## config.mk

```make
export PLATFORM = sky130hd
export DESIGN_NAME = playback_progress_ctrl
export DESIGN_NICKNAME = d
export VERILOG_FILES = /design/src/rtl/playback_progress_ctrl.sv
export SDC_FILE = /design/constraint.sdc
export NUM_CORES = 1
export LEC_CHECK = 0
export ABC_AREA = 1
export CAP_MARGIN = 20
export CORE_MARGIN = 2
export CORE_UTILIZATION = 63
export CTS_BUF_LIST = sky130_fd_sc_hd__clkbuf_4
export DETAILED_ROUTE_END_ITERATION = 7
export PLACE_DENSITY = 0.84
export SYNTH_ARGS = -nofsm -noshare
export SYNTH_HDL_FRONTEND = slang
export SYNTH_SLANG_ARGS = --single-unit
export TNS_END_PERCENT = 5
```

## constraint.sdc

```tcl
create_clock -name clk -period 4.45 [get_ports clk]
set_input_delay 0.6675 -clock clk [delete_from_list [all_inputs] [get_ports clk]]
set_output_delay 0.6675 -clock clk [all_outputs]
set_load 0.02 [all_outputs]
```

## src/rtl/playback_progress_ctrl.sv

```systemverilog
// playback_progress_ctrl: play/pause/stop sequencer for one song's progress display.
// Runs a tick prescaler and an elapsed-tick counter, and derives the bar-fill pixel
// boundary and an 8-bit colour ramp without dividers.
// Optional feature macro: PROGRESS_LOOP_EN (loop the song forever instead of entering DONE).
module playback_progress_ctrl #(
    parameter int unsigned TICK_DIV        = 20000,
    parameter int unsigned SAMPLE_INTERVAL = 50,
    parameter int unsigned BAR_WIDTH       = 640
) (
    input  logic        clk,
    input  logic        rst,
    input  logic        start,
    input  logic        pause,
    input  logic        stop,
    input  logic [9:0]  duration,
    output logic [1:0]  state,
    output logic        busy,
    output logic        tick,
    output logic [19:0] elapsed,
    output logic [9:0]  bar_x,
    output logic [7:0]  ramp,
    output logic        done
);

    localparam int unsigned PRESC_W = (TICK_DIV > 1) ? $clog2(TICK_DIV) : 1;
    // Accumulators hold a remainder below total plus at most one pending step.
    localparam int unsigned ACC_W   = 21;

    localparam logic [1:0] ST_IDLE  = 2'd0;
    localparam logic [1:0] ST_RUN   = 2'd1;
    localparam logic [1:0] ST_PAUSE = 2'd2;
    localparam logic [1:0] ST_DONE  = 2'd3;

    localparam logic [PRESC_W-1:0] PRESC_MAX = PRESC_W'(TICK_DIV - 1);
    localparam logic [9:0]         BAR_MAX   = 10'(BAR_WIDTH);
    localparam logic [ACC_W-1:0]   BAR_STEP  = ACC_W'(BAR_WIDTH);
    localparam logic [ACC_W-1:0]   RAMP_STEP = ACC_W'(256);

    logic [PRESC_W-1:0] presc_q, presc_d;
    logic [19:0]        total_q, total_d;
    logic [ACC_W-1:0]   bar_acc_q, bar_acc_d;
    logic [ACC_W-1:0]   ramp_acc_q, ramp_acc_d;
    logic [ACC_W-1:0]   total_ext;
    logic [1:0]         state_d;
    logic               busy_d, tick_d, done_d;
    logic [19:0]        elapsed_d;
    logic [9:0]         bar_x_d;
    logic [7:0]         ramp_d;

    assign total_ext = ACC_W'(total_q);

    // Next-state and next-value logic: stop > start > pause, completion overrides normalisation.
    always_comb begin
        state_d    = state;
        presc_d    = presc_q;
        total_d    = total_q;
        elapsed_d  = elapsed;
        bar_x_d    = bar_x;
        ramp_d     = ramp;
        bar_acc_d  = bar_acc_q;
        ramp_acc_d = ramp_acc_q;
        tick_d     = 1'b0;
        done_d     = 1'b0;

        if (stop) begin
            state_d    = ST_IDLE;
            presc_d    = '0;
            total_d    = '0;
            elapsed_d  = '0;
            bar_x_d    = '0;
            ramp_d     = '0;
            bar_acc_d  = '0;
            ramp_acc_d = '0;
        end else if (start && (duration != 10'd0)) begin
            state_d    = ST_RUN;
            presc_d    = '0;
            total_d    = 20'(duration) * 20'(SAMPLE_INTERVAL);
            elapsed_d  = '0;
            bar_x_d    = '0;
            ramp_d     = '0;
            bar_acc_d  = '0;
            ramp_acc_d = '0;
        end else begin
            case (state)
                ST_RUN: begin
                    if (presc_q == PRESC_MAX) begin
                        presc_d    = '0;
                        tick_d     = 1'b1;
                        elapsed_d  = elapsed + 20'd1;
                        bar_acc_d  = bar_acc_q + BAR_STEP;
                        ramp_acc_d = ramp_acc_q + RAMP_STEP;
                    end else begin
                        presc_d = presc_q + PRESC_W'(1);
                        // One restoring subtraction per accumulator per cycle.
                        if (bar_acc_q >= total_ext) begin
                            bar_acc_d = bar_acc_q - total_ext;
                            if (bar_x < BAR_MAX) bar_x_d = bar_x + 10'd1;
                        end
                        if (ramp_acc_q >= total_ext) begin
                            ramp_acc_d = ramp_acc_q - total_ext;
                            if (ramp != 8'd255) ramp_d = ramp + 8'd1;
                        end
                    end
                    if (pause) state_d = ST_PAUSE;
                end
                ST_PAUSE: begin
                    if (!pause) state_d = ST_RUN;
                end
                default: ;
            endcase

            // The cycle after the completing tick finalises the song.
            if (busy && tick && (elapsed == total_q)) begin
                done_d     = 1'b1;
                bar_acc_d  = '0;
                ramp_acc_d = '0;
`ifdef PROGRESS_LOOP_EN
                elapsed_d  = '0;
                bar_x_d    = '0;
                ramp_d     = '0;
`else
                state_d    = ST_DONE;
                presc_d    = '0;
                bar_x_d    = BAR_MAX;
                ramp_d     = 8'd255;
`endif
            end
        end

        busy_d = (state_d == ST_RUN) || (state_d == ST_PAUSE);
    end

    // State and output registers with asynchronous clear.
    always_ff @(posedge clk or posedge rst) begin
        if (rst) begin
            state      <= ST_IDLE;
            busy       <= 1'b0;
            tick       <= 1'b0;
            done       <= 1'b0;
            elapsed    <= '0;
            bar_x      <= '0;
            ramp       <= '0;
            presc_q    <= '0;
            total_q    <= '0;
            bar_acc_q  <= '0;
            ramp_acc_q <= '0;
        end else begin
            state      <= state_d;
            busy       <= busy_d;
            tick       <= tick_d;
            done       <= done_d;
            elapsed    <= elapsed_d;
            bar_x      <= bar_x_d;
            ramp       <= ramp_d;
            presc_q    <= presc_d;
            total_q    <= total_d;
            bar_acc_q  <= bar_acc_d;
            ramp_acc_q <= ramp_acc_d;
        end
    end

endmodule
```

After elaboration in Yosys (flattened, before gate mapping)
Cells that the tools add are included.

Bits in registers: 120. Input bits: 15. Output and inout port bits: 43. Logic and storage cells: 101.

Add/subtract/negate cells: 8. $mul: 1. Magnitude comparators: 3. Equality and inequality tests: 8. Multiplexer cells: 50. Reductions and logical operators: 20.

Operators by type and width (count): 21-bit 2-to-1 mux (12); 20-bit 2-to-1 mux (6); 15-bit 2-to-1 mux (5); 10-bit 2-to-1 mux (7); 8-bit 2-to-1 mux (7); 21-bit by 20-bit greater-or-equal comparator with 1-bit output (2); 21-bit by 20-bit subtractor with 21-bit output (2); 21-bit by 10-bit adder with 21-bit output (second input constant) (1); 21-bit by 9-bit adder with 21-bit output (second input constant) (1); 20-bit by 1-bit adder with 20-bit output (second input constant) (1); 20-bit equality test (1); 4-bit nonzero test (5); 15-bit by 1-bit adder with 15-bit output (second input constant) (1); 15-bit equality test (second input constant) (1); 10-bit by 5-bit multiplier with 15-bit output (second input constant) (1); 10-bit by 1-bit adder with 10-bit output (second input constant) (1); 10-bit < comparator (second input constant) (1); 2-bit 2-to-1 mux (5); 10-bit nonzero test (1); 5-bit nonzero test (2); 8-bit by 1-bit adder with 8-bit output (second input constant) (1); 8-bit inequality test (second input constant) (1); 4-bit AND reduction (2); 1-bit 2-to-1 mux (7); 9 further kinds (16).

Longest topological paths before layout
Gate-level depths: netlist (run 1).

Depth in word-level cells: 8. Mapped depth: 17. Depth with buffers taken out: 17.

Worst setup path before layout (run 1)
Ideal clock, no wire load.

Path type: input to register. Start point: in duration[4]. End point: reg total_q[12]. Arrival time: 2812 ps. Data required time: 4320 ps. Setup slack: 1508 ps. Stages on the path: 13. Path buffers: 0. Path through: inv_1 -> ha_1 -> ha_1 -> inv_1 -> fa_1 -> inv_1 -> ha_1 -> nand2_1 -> o21ai_0 -> a21o_1 -> nand3_1 -> a21oi_1 -> o22ai_1.

Word-level cells in the longest chain between the ends: 3. Elaborated cells on any way between the ends: 6.

RTL lines: from (decl) (RTL line 15) `input logic [9:0] duration,`; 10-bit by 5-bit multiplier with 15-bit output / 10-bit nonzero test (equally long branches) (RTL line 77, 74); 20-bit 2-to-1 mux / 1-bit logical AND (equally long branches) (RTL line 74) `end else if (start && (duration != 10'd0)) begin`; 20-bit 2-to-1 mux / 2-bit nonzero test (equally long branches); to (signal assigned) (RTL line 156) `total_q <= total_d;`; to (decl) (RTL line 40) `logic [19:0] total_q, total_d;`.

Several ways; a longest one is shown, not always the timed one. The select of a mux whose other input is x is not followed. A chain may end at the register's enable or synchronous reset.

Final worst setup path (run 1)
Ends and elaborated chain as after synthesis.

==> results of run 1 <==
power by group through the flow:
stage / logic, W / clock network (W) / registers [W]
floorplan: 0.00257 / 0 / 0.00133
global placement: 0.00319 / 0 / 0.00138
detailed placement: 0.00324 / 0 / 0.00138
CTS: 0.00326 / 0.000879 / 0.00136
global route: 0.00376 / 0.000917 / 0.00139
finish: 0.00332 / 0.000872 / 0.00137
Yosys cell counts (2+ instances only):
library cell    n
o31ai_1         5
o2111ai_1       2
o21a_1          2
clkbuf_1        5
nand2_2         8
xnor2_1        18
dfrtp_1       113
nor2_8          2
ha_1           77
a21oi_1        88
a21o_1          2
nand2_4         7
clkinv_1        2
o211ai_1        5
nor4_4          2
nand2_1       363
or2_2           3
nand3_1        79
nor2_4          3
nor4_1          2
a211oi_1        2
nand4_2         2
nand4_1        23
fa_1            7
nor3_1         29
o21ai_0        65
inv_1         188
xor2_1         32
o21bai_1        3
nand3_2         5
inv_2          18
buf_4           3
a41oi_1         2
nor2_2          3
buf_6           6
a22oi_1         2
and2_1          2
nor4_2          2
buf_2           6
o21ai_1        31
o22ai_1        12
nor2_1        152
worst min-delay path, stage by stage, from the launching register on:
cell and delay, ps:
dfrtp_1 370, nand2_1 50, nand2_1 60
state kept, by name (all words and copies together) (netlist names):
name and cells:
presc_q 15, bar_acc_q 20, busy 1, elapsed 20, ramp_acc_q 20, ramp 8
tick 1, done 1, bar_x 10, state 2, total_q 15
per-layer routing:
metal  routed length (µm)  track usage  vias to the layer above
met3                 1698      0.06302                       67
met1                11530       0.4369                     4316
met4                  815       0.1409                        0
li1                     -            -                     4678
met2                11980       0.5429                      344
met5                    0            0                        -
cell families (layout without fill, tap and decap cells):
| group | after synthesis | in the layout |
|---|---|---|
| xor gates and xnor gates | 50 | 50 |
| AOI/OAI and AO/OA | 229 | 229 |
| muxes | 1 | 1 |
| DFF | 113 | 113 |
| and+or+nand+nor | 692 | 692 |
| other | 0 | 2 |
| buffers and inverters | 230 | 300 |
| adders and majority gates | 84 | 84 |
how the worst max path moves through the flow:
| stage | start | end | slack, ps | cells past startpoint |
|---|---|---|---|---|
| final | duration[4] | total_q[12] | 1260 | 15 |
| after floorplan | rst | bar_acc_q[10] | 800 | 1 |
| after detailed placement | duration[4] | total_q[12] | 720 | 15 |
| after global routing | total_q[1] | ramp_acc_q[13] | 1060 | 15 |
| after global placement | duration[4] | total_q[12] | 800 | 14 |
| after CTS | duration[4] | total_q[12] | 1320 | 15 |
final cells by class:
type	instances	area (µm²)	share of cell area
diodes	2	5.005	0.0004690
clock buffers	19	142.6	0.01337
clock inverters	12	166.4	0.01559
inverters	209	789.5	0.07398
multi-input cells	1056	5899	0.5528
flip-flops and latches	113	2828	0.2650
well taps	188	235.2	0.02204
repair buffers	60	605.6	0.05675
per-stage QoR:
stage / std cells / area [µm²] / total power, W / util / setup WS [ps]
final: 1659 / 10670 / 0.005562 / 0.7072 / 1256
after global routing: 1659 / 10670 / 0.006067 / 0.7072 / 1064
after CTS: 1657 / 10670 / 0.005503 / 0.7069 / 1320
after detailed placement: 1626 / 10360 / 0.004619 / 0.6864 / 718.1
after global placement: 1626 / 10360 / 0.004567 / 0.6864 / 805.0
after floorplan: 1399 / 9657 / 0.003897 / - / 795.1
==> impl_metrics.yaml, run 1 <==
layout:
  layout_common_cells: "363 x nand2_1, 187 x inv_1, 152 x nor2_1, 113 x dfrtp_1, 88 x a21oi_1"
  fillers: 1305
  fin_nets: 1556
  area_delta_synth_final_pct: 10.51
  drive_above_1_share: 0.06399
  mostFrequentLayoutCell: "nand2_1"
logic_synthesis:
  yosys-top-cells-area: "dfrtp_1 29%, nand2_1 14%, ha_1 10%, inv_1 7.3%, nor2_1 5.9%"
  synth_seq_cells: 113
  synth_top_cell_area_share: 0.2928
  synthFlopType: "dfrtp_1"
  synth_cell_types: 58
  synth_edf_count: 0
  seq_area_frac_synth: 0.2928
  synthMuxAreaShare: 0.001037
  synth_compound_area_frac: 0.1322
  avgSynthCellArea_um2: 6.903
  synthXorXnorAreaFrac: 0.04535
  synth_nets: 1498
  synthAdderAreaFrac: 0.1143
  async_reset_ff_frac: 1.000
  synth_top_area_cell: "dfrtp_1"
  synth_top_family_by_area: "simple AND/OR/NAND/NOR gates"
  synth-simple-area-share: 0.3181
  netlist_instances: 1399
  synth_area_um2: 9657
  ys_warn_count: 0
power_and_ir_drop:
  vdd_ir_drop_max_mv: 0.4176
  clkPwrFrac: 0.157
  p_seq_frac: 0.246
  p_switching_w: 0.002786
  p_leak_nw: 5.387
  swShare: 0.5008
  share_comb_of_total_power: 0.597
  power.internal_w: 0.002777
  power_density_nw_per_um2: 521.2
run:
  drv_cap: 0
floorplanning:
  ios: 58
  rows: 45
  die_h_um: 127.8
  die_w_um: 127.8
  core_um2: 15090
  die_area_um2: 16330
  start_util: 0.6400
sta:
  setup_viol: 0
  holdWs_ps: 504.2
  finalCritPeriodShare: 0.7177
  slew_headroom: 0.5492
  fin_crit_ps: 3194
  skew_ps: 25.91
  max_freq_ghz: 0.3131
  tightest_slew_ps: 674.0
  slew_viol_final: 0
  setup_tns_ps: 0
  rsz0062_at_grt: "no"
  finalHoldViolations: 0
placement:
  io_buffers: 57
  dp_hpwl_um: 20020
  gp_congestion: 0.9571
critical_path:
  path_class: "input pin to flop"
  worstPathCellList: "clkdlybuf4s50_1 > inv_1 > ha_1 > ha_1 > inv_1 > fa_1 > inv_1 > ha_1 > nand2_1 > o21ai_0 > a21o_1 > nand3_1 > nand3_1 > nand2_1 > o22ai_1"
  r2r_end: "ramp_acc_q[13]"
  path_buf_inv: 4
  critPathLaunchType: "input pin"
  worstReg2RegStart: "total_q[1]"
  reg2reg_depth: 15
  crit_arrival_ps: 3690
  crit_family: "adder cells"
  critPathMaxFanout: 5
  slowest_stage: "clkdlybuf4s50_1"
  reg2reg_slack_ps: 1330
  end_kind: "flop"
  cp_data_required_time_ps: 4940
  max_stage_delay_ps: 540
routing:
  firstDrtPassIters: 6
  wl_per_cell_um: 15.69
  ant_nets: 0
  vias: 9405
  drc_errors: 0
  detail_route.vias_per_cell: 5.669
  wl_um: 26030
  drt_iter0_markers: 724
clock_tree:
  clkTransAtPathRegs_ps: 110
  clock_path_buffers: 2
  cts_tree: "yes"
  clock-sinks: 113
  clk_latency_ps: 580
  cts-root-buf: "clkbuf_4"
  hold_buffers: 0
  post-cts-setup-buffers: 0
  cts-resized-gates: 0
  cts_buffers: 17
  h-tree-depth: 4
hold_path:
  min_to: "bar_acc_q[6]"
  hold_depth: 2
  worstHoldPathType: "flop to flop"
  hold_start: "bar_acc_q[6]"
global_route:
  antenna_found_initial: 1
  gr-total-overflow: 0
  grt_pass1_wl_um: 43430
  grt_max_degree: 65
  grt_pass1_vias: 9072
  grt_usage: 0.3335
outcome:
  status: "finished clean"
Power figures use the tool's default switching activity.
==> run 2, diff against run 1 <==
==> constraint.sdc (replaced) <==
create_clock -name clk -period 3.1 [get_ports clk]
set_input_delay 0.465 -clock clk [delete_from_list [all_inputs] [get_ports clk]]
set_output_delay 0.465 -clock clk [all_outputs]
set_load 0.02 [all_outputs]
==> impl_metrics.yaml, run 2 (synthesis gave the netlist of run 1 again) <==
sta:
  slew_viol_final: 0
  tightest_slew_ps: 641.2
  setup_viol: 0
  slew_headroom: 0.5720
  setup_tns_ps: 0
  finalCritPeriodShare: 0.9419
  max_freq_ghz: 0.3425
  fin_crit_ps: 2920
  finalHoldViolations: 0
  rsz0062_at_grt: "yes"
  skew_ps: 22.00
routing:
  firstDrtPassIters: 8
  detail_route.vias_per_cell: 5.671
  ant_nets: 0
  wl_um: 26120
  vias: 9573
  wl_per_cell_um: 15.47
  drt_iter0_markers: 748
  drc_errors: 0
global_route:
  gr-total-overflow: 0
  antenna_found_initial: 1
  grt_usage: 0.3348
  grt_max_degree: 75
  grt_pass1_wl_um: 43400
  grt_pass1_vias: 8951
clock_tree:
  cts-resized-gates: 0
  h-tree-depth: 4
  clk_latency_ps: 560
  clkTransAtPathRegs_ps: 110
  cts_buffers: 17
  cts-root-buf: "clkbuf_4"
  post-cts-setup-buffers: 0
  clock-sinks: 113
  cts_tree: "yes"
  clock_path_buffers: 2
power_and_ir_drop:
  p_switching_w: 0.004010
  clkPwrFrac: 0.114
  power.internal_w: 0.003734
  share_comb_of_total_power: 0.632
  power_density_nw_per_um2: 717.3
  p_seq_frac: 0.254
  p_total_w: 0.007743
  swShare: 0.5178
  vdd_ir_drop_max_mv: 0.3081
  p_leak_nw: 5.476
placement:
  io_buffers: 57
  gp_congestion: 1.032
  dp_hpwl_um: 20400
layout:
  final_util: 0.7154
  area_delta_synth_final_pct: 11.79
  mostFrequentLayoutCell: "nand2_1"
  top_regs: "bar_acc_q: 20 flops, elapsed: 20 flops, ramp_acc_q: 20 flops"
  fin_nets: 1586
  layout_common_cells: "363 x nand2_1, 187 x inv_1, 152 x nor2_1, 113 x dfrtp_1, 88 x a21oi_1"
  drive_above_1_share: 0.08139
  fillers: 1296
floorplanning:
  die_h_um: 127.8
  die_area_um2: 16330
  ios: 58
  core_um2: 15090
  die_w_um: 127.8
  rows: 45
  start_util: 0.6400
critical_path:
  path_class: "input pin to flop"
  crit_arrival_ps: 3360
  critPathLaunchType: "input pin"
  end_kind: "flop"
  cp_data_required_time_ps: 3540
  critPathMaxFanout: 4
outcome:
  status: "finished clean"
run:
  drv_cap: 0
hold_path:
  worstHoldPathType: "input pin to async pin"
-- run 2: cell count changes in the layout (fill, tap and decap cells not counted), sizes merged, moves of 3 or more --
cell	delta
buf	+30
bufinv	-4
clkinv	+3
clkinvlp	+3
-- run 2: what timing repair did --
action / 4_1_cts / 5_1_grt
endpoints found under the hold margin: 0 / 0
endpoints found under the setup margin: 0 / 2
hold buffers: 0 / 0
-- run 2: power groups by stage --
stage	combinational [W]	sequential, W	clock [W]
floorplan	0.00368	0.00191	0
global placement	0.00473	0.00198	0
detailed placement	0.00478	0.00198	0
CTS	0.00481	0.00195	0.000895
global route	0.00555	0.00199	0.000954
finish	0.00490	0.00196	0.000882
-- run 2: worst max-delay path, cell delays in order --
cell and delay, ps:
clkdlybuf4s50_1 530, inv_1 60, ha_1 290, ha_1 280
inv_1 50, fa_1 510, inv_1 50, ha_1 310
nand2_1 80, o21ai_0 250, a21o_1 150, nand3_1 100
a21oi_1 140, o22ai_1 90
-- run 2: through the flow --
stage	cells	area, µm²	hold slack [ps]	setup WS (ps)
6_report	1688	10800	364.7	180.2
5_1_grt	1688	10800	378.1	-16.29
4_1_cts	1687	10790	362.2	199.5
3_5_place_dp	1656	10580	473.7	-386.0
3_3_place_gp	1656	10580	465.3	-269.1
2_1_floorplan	1399	9661	451.7	360.7
-- run 2: routing by layer --
| metal | GRT usage | vias up | routed length [µm] |
|---|---|---|---|
| li1 | - | 4738 | - |
| met1 | 0.4426 | 4468 | 11430 |
| met5 | 0 | - | 0 |
| met4 | 0.1067 | 0 | 570 |
| met2 | 0.5618 | 321 | 12370 |
| met3 | 0.05885 | 46 | 1744 |
-- run 2: final timing paths --
| kind | startpoint | to | slack (ps) | cells after the start |
|---|---|---|---|---|
| hold reg to reg | bar_acc_q[4] | bar_acc_q[4] | 500 | 2 |
| max in group asynchronous | rst | elapsed[8] | 2300 | 3 |
| hold / removal | rst | bar_acc_q[2] | 360 | 3 |
| setup / recovery | duration[4] | total_q[12] | 180 | 14 |
| setup reg to reg | total_q[1] | bar_acc_q[14] | 250 | 15 |
| min in group clk | bar_acc_q[4] | bar_acc_q[4] | 500 | 2 |
-- run 2: cell type report --
cell class                 instances  area (µm²)  area share
multi-input combinational       1056        5899      0.5465
clock inverter                    13       73.82    0.006838
timing repair buffer              90       830.8     0.07696
sequential                       113        2828      0.2619
tap                              188       235.2     0.02179
clock buffer                      18       135.1     0.01252
antenna                            1       2.502   0.0002318
inverter                         209       790.8     0.07325
